===== config.mk =====
export PLATFORM = sky130hd
export DESIGN_NAME = trig_ts_fifo
export DESIGN_NICKNAME = d
export VERILOG_FILES = /design/src/rtl/trig_ts_fifo.sv
export SDC_FILE = /design/constraint.sdc
export NUM_CORES = 1
export LEC_CHECK = 0
export CAP_MARGIN = 40
export CORE_ASPECT_RATIO = 0.6
export CORE_UTILIZATION = 44
export CTS_CLUSTER_SIZE = 30
export DETAILED_ROUTE_END_ITERATION = 8
export PLACE_DENSITY = 0.58
export SLEW_MARGIN = 20
export SYNTH_ARGS = -nofsm -noshare
export SYNTH_HDL_FRONTEND = slang
export SYNTH_SLANG_ARGS = --single-unit
export TNS_END_PERCENT = 30

===== constraint.sdc =====
create_clock -name clk_i -period 14.7 [get_ports clk_i]
set_clock_uncertainty 0.1 [all_clocks]
set_input_delay 4.41 -clock clk_i [delete_from_list [all_inputs] [get_ports clk_i]]
set_output_delay 4.41 -clock clk_i [all_outputs]
set_load 0.05 [all_outputs]

===== src/rtl/trig_ts_fifo.sv =====
// Trigger timestamp capture into a FWFT FIFO, drained via a pipelined bus slave.
// Entry visible 1 cycle after trigger; bus ack 2 cycles after request, stalls while a transfer is in flight.
module trig_ts_fifo #(
  parameter int NCH   = 4,
  parameter int DEPTH = 16
) (
  input  logic             clk_i,
  input  logic             rst_i,
  input  logic             wb_cyc_i,
  input  logic             wb_stb_i,
  input  logic             wb_we_i,
  input  logic [2:0]       wb_adr_i,
  input  logic [31:0]      wb_dat_i,
  output logic [31:0]      wb_dat_o,
  output logic             wb_ack_o,
  output logic             wb_stall_o,
  input  logic [NCH-1:0]   trig_i,
  input  logic             ext_trig_i,
  input  logic [39:0]      tai_i,
  input  logic [27:0]      cycles_i,
  input  logic             wr_valid_i,
  output logic [NCH-1:0]   ch_enable_o,
  output logic             ext_enable_o,
  output logic             fifo_empty_o
);

  localparam int AW = $clog2(DEPTH);
  localparam int CW = AW + 1;

  typedef struct packed {
    logic [8:0]  mask;
    logic [39:0] sec;
    logic [27:0] cyc;
  } entry_t;

  entry_t          mem [DEPTH];
  entry_t          head;
  logic [AW:0]     wr_ptr, rd_ptr;
  logic [CW-1:0]   count;
  logic            empty, full;
  logic [NCH-1:0]  ch_enable;
  logic            ext_enable, require_valid;
  logic            ovf;
  logic [15:0]     ovf_cnt;

  logic            pend, pop_q, req, req_we;
  logic [2:0]      req_adr;
  logic [31:0]     req_dat, rdata, status, ctrl_rb;
  logic            wr_ctrl, flush, push_req, pop, do_push, drop;
  logic [8:0]      mask;
  logic            unused_bits;

  assign count        = wr_ptr - rd_ptr;
  assign empty        = (count == '0);
  assign full         = (count == CW'(DEPTH));
  assign head         = mem[rd_ptr[AW-1:0]];
  assign ch_enable_o  = ch_enable;
  assign ext_enable_o = ext_enable;
  assign fifo_empty_o = empty;
  assign unused_bits  = ^req_dat;

  // A new request is only taken once the previous one has fully acked.
  assign req        = wb_cyc_i & wb_stb_i & ~pend & ~wb_ack_o;
  assign wb_stall_o = wb_cyc_i & wb_stb_i & ~wb_ack_o;

  assign wr_ctrl  = pend & req_we & (req_adr == 3'd1);
  assign flush    = wr_ctrl & req_dat[31];

  always_comb begin
    mask = '0;
    mask[NCH-1:0] = trig_i & ch_enable;
    mask[8] = ext_trig_i & ext_enable;
  end

  assign push_req = (|mask) & (~require_valid | wr_valid_i) & ~flush;
  assign pop      = pop_q & ~empty;
  assign do_push  = push_req & (~full | pop);
  assign drop     = push_req & full & ~pop;

  always_comb begin
    status = '0;
    status[0] = wr_valid_i;
    status[1] = empty;
    status[2] = full;
    status[3] = ovf;
    status[16 +: CW] = count;
    ctrl_rb = '0;
    ctrl_rb[NCH-1:0] = ch_enable;
    ctrl_rb[8] = ext_enable;
    ctrl_rb[30] = require_valid;
    rdata = '0;
    case (req_adr)
      3'd0: rdata = status;
      3'd1: rdata = ctrl_rb;
      3'd2: rdata = empty ? '0 : {7'b0, head.mask, 8'b0, head.sec[39:32]};
      3'd3: rdata = empty ? '0 : head.sec[31:0];
      3'd4: rdata = empty ? '0 : {4'b0, head.cyc};
      3'd5: rdata = {16'b0, ovf_cnt};
      default: rdata = '0;
    endcase
  end

  always_ff @(posedge clk_i) begin
    if (do_push) mem[wr_ptr[AW-1:0]] <= '{mask: mask, sec: tai_i, cyc: cycles_i};
  end

  always_ff @(posedge clk_i) begin
    if (rst_i) begin
      pend          <= 1'b0;
      wb_ack_o      <= 1'b0;
      wb_dat_o      <= '0;
      pop_q         <= 1'b0;
      req_we        <= 1'b0;
      req_adr       <= '0;
      req_dat       <= '0;
      ch_enable     <= '0;
      ext_enable    <= 1'b0;
      require_valid <= 1'b0;
      wr_ptr        <= '0;
      rd_ptr        <= '0;
      ovf           <= 1'b0;
      ovf_cnt       <= '0;
    end else begin
      pend     <= req;
      wb_ack_o <= pend;
      if (req) begin
        req_we  <= wb_we_i;
        req_adr <= wb_adr_i;
        req_dat <= wb_dat_i;
      end
      // Pop lands in the ack cycle, after the head has been latched into wb_dat_o.
      pop_q    <= pend & ~req_we & (req_adr == 3'd4) & ~empty;
      wb_dat_o <= (pend & ~req_we) ? rdata : '0;
      if (wr_ctrl) begin
        ch_enable     <= req_dat[NCH-1:0];
        ext_enable    <= req_dat[8];
        require_valid <= req_dat[30];
      end
      if (flush) begin
        wr_ptr  <= '0;
        rd_ptr  <= '0;
        ovf     <= 1'b0;
        ovf_cnt <= '0;
      end else begin
        if (do_push) wr_ptr <= wr_ptr + 1'b1;
        if (pop)     rd_ptr <= rd_ptr + 1'b1;
        if (drop) begin
          ovf <= 1'b1;
          if (ovf_cnt != 16'hFFFF) ovf_cnt <= ovf_cnt + 16'd1;
        end
      end
    end
  end

endmodule


# Yosys cells after proc, flatten, opt, wreduce, memory -nomap -nowiden

Memory sizes are Yosys's and may differ from the RTL's. A register that Yosys moved wholly into a read port is not among the register bits.
Index checks and enable logic that the tools add are counted.

Word-level logic and storage cells: 69
Bits of input ports: 114
Memories: 1
Output and inout bits: 40
Bits in writable memories: 1,168
Register bits: 104

Reduce and logical (&&, ||, !) cells: 6
Add/sub/neg operators: 4
Bitwise logic cells: 29
Multiplexer cells: 8
Equal/unequal tests: 7

Memories:

| name | depth | bits a word | rd ports | clocked after Yosys merged registers in | wr ports | line | text |
|---|---|---|---|---|---|---|---|
| mem  | 16    | 73          | 1        | 1                                       | 1        | 36   | `entry_t mem [DEPTH];` |

Operators with widths:

| cell                                                            | number |
|---|---|
| 32-bit one-hot mux with 6 select lines                          | 1 |
| 32-bit 2-to-1 mux                                               | 1 |
| 28-bit 2-to-1 mux                                               | 1 |
| 25-bit 2-to-1 mux                                               | 1 |
| 1-bit bitwise AND                                               | 17 |
| 16-bit by 1-bit adder with 16-bit output, second input constant | 1 |
| 16-bit != test, second input constant                           | 1 |
| 5-bit by 1-bit adder with 5-bit output, second input constant   | 2 |
| 1-bit inverter                                                  | 9 |
| 4-bit 2-to-1 mux                                                | 2 |
| 3-bit by 2-bit == test with 1-bit output, second input constant | 2 |
| 3-bit == test, second input constant                            | 2 |
| 5-bit == test, second input constant                            | 1 |
| 5-bit zero test                                                 | 1 |
| 5-bit OR reduction                                              | 1 |
| 5-bit subtractor                                                | 1 |
| 4-bit bitwise AND                                               | 1 |
| 2-bit OR reduction                                              | 2 |
| 3-bit by 1-bit == test with 1-bit output, second input constant | 1 |
| 3-bit zero test                                                 | 1 |
| 1-bit 2-to-1 mux                                                | 2 |
| 1-bit bitwise OR                                                | 2 |
| 2-bit AND reduction                                             | 1 |

# Depth between registers and ports, before layout

Depth in word-level cells: 8
Gate-level depth with buffers: 11
Depth with buffers taken out: 9

# Worst setup path after synthesis

Ideal clock, no wire load.

Kind: input-to-reg
From: in trig_i[2]
To: mem mem[3][0] in the netlist's numbering, enable pin
Library setup time: 594 ps
Stages on the path: 5
Slack: 3,671 ps
Required time: 14,006 ps
Buffers on the path: 0
Arrival time: 10,335 ps
Cells stage by stage: and2_1 -> o41a_1 -> and2_1 -> o311ai_2 -> nor3_1

Cells in the longest elaborated chain, start to end: 7

RTL lines:

| element                                | line | text |
|---|---|---|
| start: declaration                     | 17   | `input logic [NCH-1:0] trig_i,` |
| 4-bit bitwise AND                      | 71   | `mask[NCH-1:0] = trig_i & ch_enable;` |
| 5-bit OR reduction                     | 75   | `assign push_req = (\|mask) & (~require_valid \| wr_valid_i) & ~flush;` |
| 1-bit bitwise AND (2 in a row)         | 75   |  |
| 1-bit bitwise AND                      | 77   | `assign do_push = push_req & (~full \| pop);` |
| 1-bit 2-to-1 mux                       | 104  | `if (do_push) mem[wr_ptr[AW-1:0]] <= '{mask: mask, sec: tai_i, cyc: cycles_i};` |
| 1-bit 2-to-1 mux (not written as such) | 104  |  |
| end: declaration                       | 36   |  |

Every way passes these cells.

# Worst setup path in the final report

From: in wb_stb_i
To: out wb_stall_o

Cells in the longest elaborated chain, start to end: 2

RTL lines:

| element                        | line | text |
|---|---|---|
| start: declaration             | 10   | `input logic wb_stb_i,` |
| 1-bit bitwise AND (2 in a row) | 64   | `assign wb_stall_o = wb_cyc_i & wb_stb_i & ~wb_ack_o;` |
| end: declaration               | 16   | `output logic wb_stall_o,` |

Every way passes these cells.

==> results by group <==
Floorplanning
  • Die ar.: 0.1110 sq mm
  • Placeable Area: 0.1080 sq mm
  • Vertical extent of the die: 258.5 um
  • Number of standard-cell rows in the floorplan: 93
  • Chip Width: ~430 um
  • Number of top-level design ports: 154
  • Initial core utilization: between 40% and 50%

Timing
  • PnR worst setup slack: 4.309 ns
  • Slew HR: 31.45%
  • Unrepaired setup endpoints after global routing: false
  • Post-Route Setup TNS: 0 ns
  • Hold Violations, Final: 0
  • Final count of negative-setup-slack endpoints: 0
  • Portion of the clock cycle consumed by the worst path in the final layout: 70.69%
  • Final hold slack: 0.3452 ns
  • Fmax: 0.09624 GHz
  • Actual transition at the worst max-transition pin: about 1.0 ns
  • Post-route minimum period: 10.39 ns
  • Number of pins exceeding their max-slew limit in the final report: 0

Global routing
  • First-pass GRT wire length: 169.5 mm
  • Number of global-route vias before repair: approximately 24000
  • Pin count of the biggest net entering global routing: 113
  • Combined global-route utilization of all metal layers: 21.27%
  • Number of antenna violations at the first check in global routing: 7
  • Total gr overflow: 0

Detailed routing
  • Number of detailed-routing iterations run before antenna repair: 5
  • Via count: 23730
  • Average detailed-routed wire length per instance: 29.13 um
  • Initial DRC count: 2553
  • Post-route DRC: 0
  • Sum of routed wire length over all layers: 117.1 mm
  • Final antenna-violating net count: 0
  • Via/cell ratio: 5.901

Hold path
  • Worst min-delay path category: reg -> reg
  • Hold path startpoint: ovf

Placed design
  • Placement Setup Slack: about 4.3 ns
  • Final weighted congestion of routability-driven global placement: 0.8097
  • Detailed placement HPWL: 67.01 mm
  • Number of port buffers: about 130
  • Cell area after placement: around 0.051 sq mm

Logic synthesis
  • Number of synthesized flops with an enable pin: 1168
  • Part of the Yosys area used for sequential elements: roughly three quarters
  • Number of synthesized register bits: 1251
  • Primary flip-flop cell chosen by synthesis mapping: sky130_fd_sc_hd__edfxtp_1
  • Library cell with the highest instance count after synthesis: sky130_fd_sc_hd__edfxtp_1
  • Net count after synthesis: about 2400
  • Leading cell types by total area after synthesis: sky130_fd_sc_hd__edfxtp_1, sky130_fd_sc_hd__mux4_2, sky130_fd_sc_hd__dfxtp_1, sky130_fd_sc_hd__mux2i_1, sky130_fd_sc_hd__nand2_1
  • Synth Cell Area: around 0.048 sq mm
  • Share of the synthesized area in the top cell type: 72.72%
  • Synth warnings: 0
  • Async set-reset flop share out of synthesis: 0%
  • Post-Syn Instances: 2312
  • Number of unique standard cell types used by synthesis: 71
  • Avg Inst Size Synth: around 21 sq um
  • Top cell types by occurrence after synthesis: sky130_fd_sc_hd__edfxtp_1, sky130_fd_sc_hd__mux4_2, sky130_fd_sc_hd__nand2_1, sky130_fd_sc_hd__mux2i_1, sky130_fd_sc_hd__dfxtp_1
  • Post-synthesis cell type with the largest combined area: sky130_fd_sc_hd__edfxtp_1

Layout
  • Finished layout cell area: 0.05543 sq mm
  • Share of final-layout standard cells stronger than drive strength 1: 22.09%
  • Growth of design area from synthesis to finish: 14.93%
  • Final nets: 2624

Worst setup path
  • Slack of the worst reg-to-reg path: 9.85 ns
  • Critical Path AT: 5.88 ns
  • Worst Path Max Fanout: 3
  • Critical Path End Type: output pin
  • Required time at the endpoint of the critical path: 10.19 ns
  • Type of the worst setup path: in -> out
  • Critical path startpoint category: primary input
  • Worst setup path start: wb_stb_i

Clock network
  • CTS Buf Count: 113
  • Clock tree from TritonCTS: yes
  • Post-CTS setup repair buffer count: 0
  • Number of buffers between clock root and the deepest sink: 3
  • Post-CTS Hold Buffers: 0
  • Level count of the clock H-tree: 3
  • Resize count post-CTS: 0
  • Sink Count: ~1300
  • Clock slew seen by the registers of the worst setup and hold paths: 0.07 ns
  • Insertion delay to the later sink of the worst-skew pair: 0.71 ns
  • Clock root buffer: sky130_fd_sc_hd__clkbuf_16

Power
  • Leakage power of the design: 16.70 nW
  • Overall power consumption: 7.053 mW
  • Power density over the cells: around 130 mW/mm^2
  • Maximum vdd drop: 0.08267 mV

Flow run
  • Max-cap viol count: 0

Run status
  • Status: complete, no violations
==> where the power goes <==
part           switching (mW)  internal [mW]  total, mW
combinational          0.0593         0.0270     0.0863
sequential            0.00112           3.88       3.89
clock                    1.29           1.79       3.08
total                    1.35           5.71       7.05
==> worst max-delay path, stage by stage <==
cell                              delay [ns]
sky130_fd_sc_hd__clkdlybuf4s50_1        0.46
sky130_fd_sc_hd__nand2_1                0.08
sky130_fd_sc_hd__nor2_1                 0.11
sky130_fd_sc_hd__clkdlybuf4s50_1        0.81
==> per-layer routing <==
| layer | vias up | global-route usage (%) | part of all wire [%] |
|---|---|---|---|
| li1 | 10010 | - | - |
| met1 | 12740 | 32.48 | 46 |
| met2 | 824 | 31.15 | 44 |
| met3 | 138 | 5.329 | 8.2 |
| met4 | 10 | 4.167 | 1.7 |
| met5 | - | 0 | 0.056 |
==> flip-flops by register name (all words and copies together), names as in the netlist, 3 cells and up, named ones only <==
register     cells
ch_enable_o      4
mem           1168
req_dat          7
req_adr          3
ovf_cnt         16
rd_ptr           5
wr_ptr           5
wb_dat_o        32
==> layout by cell type (no fill, tap or decap), drive strengths merged, types with 8 or more instances in the layout <==
cell,instances
a21oi,53
clkdlybuf4s50,128
bufinv,19
nand2,102
a22o,8
buf,66
mux4,289
o21ai,19
clkinv,35
mux2,17
nand3,29
clkbuf,150
edfxtp,1168
or4,13
nor3,14
mux2i,97
o211ai,21
and2,17
nor2,52
dfxtp,83
o31ai,10
and3,18
nor2b,16
inv,12
a211oi,18
a22oi,26
nand4,14
ha,10
==> cells by family after synthesis <==
| group | share of synthesized area, % |
|---|---|
| flip-flops | 76.16 |
| adder cells (fa/ha/maj) | 0.3009 |
| AO/OA/AOI/OAI | 2.690 |
| XOR/XNOR | 0.2309 |
| buffers and inverters | 1.414 |
| multiplexers | 15.90 |
| AND/OR/NAND/NOR | 3.295 |
==> area by class of cell <==
type	instances	area, sq um
fill	8445	52550
antenna	2	5.005
inverter	10	37.54
multi-input combinational	928	10910
tap	1425	1783
clock inverter	61	800.8
timing repair buffer	195	2088
clock buffer	149	3055
sequential	1251	36750
==> final timing paths <==
check            endpoint  cells past startpoint
max            wb_stall_o                      4
min reg2reg           ovf                      2
max reg2reg  wb_dat_o[19]                      7
min                   ovf                      2
==> through the flow <==
| stage | util [%] | cells |
|---|---|---|
| detailed placement | 47.68 | 3803 |
| finish | 51.33 | 4021 |
| floorplan | - | 2312 |
| CTS | 51.25 | 4013 |
| global route | 51.33 | 4020 |
| global placement | 47.34 | 3786 |
Power figures use the tool's default switching activity.
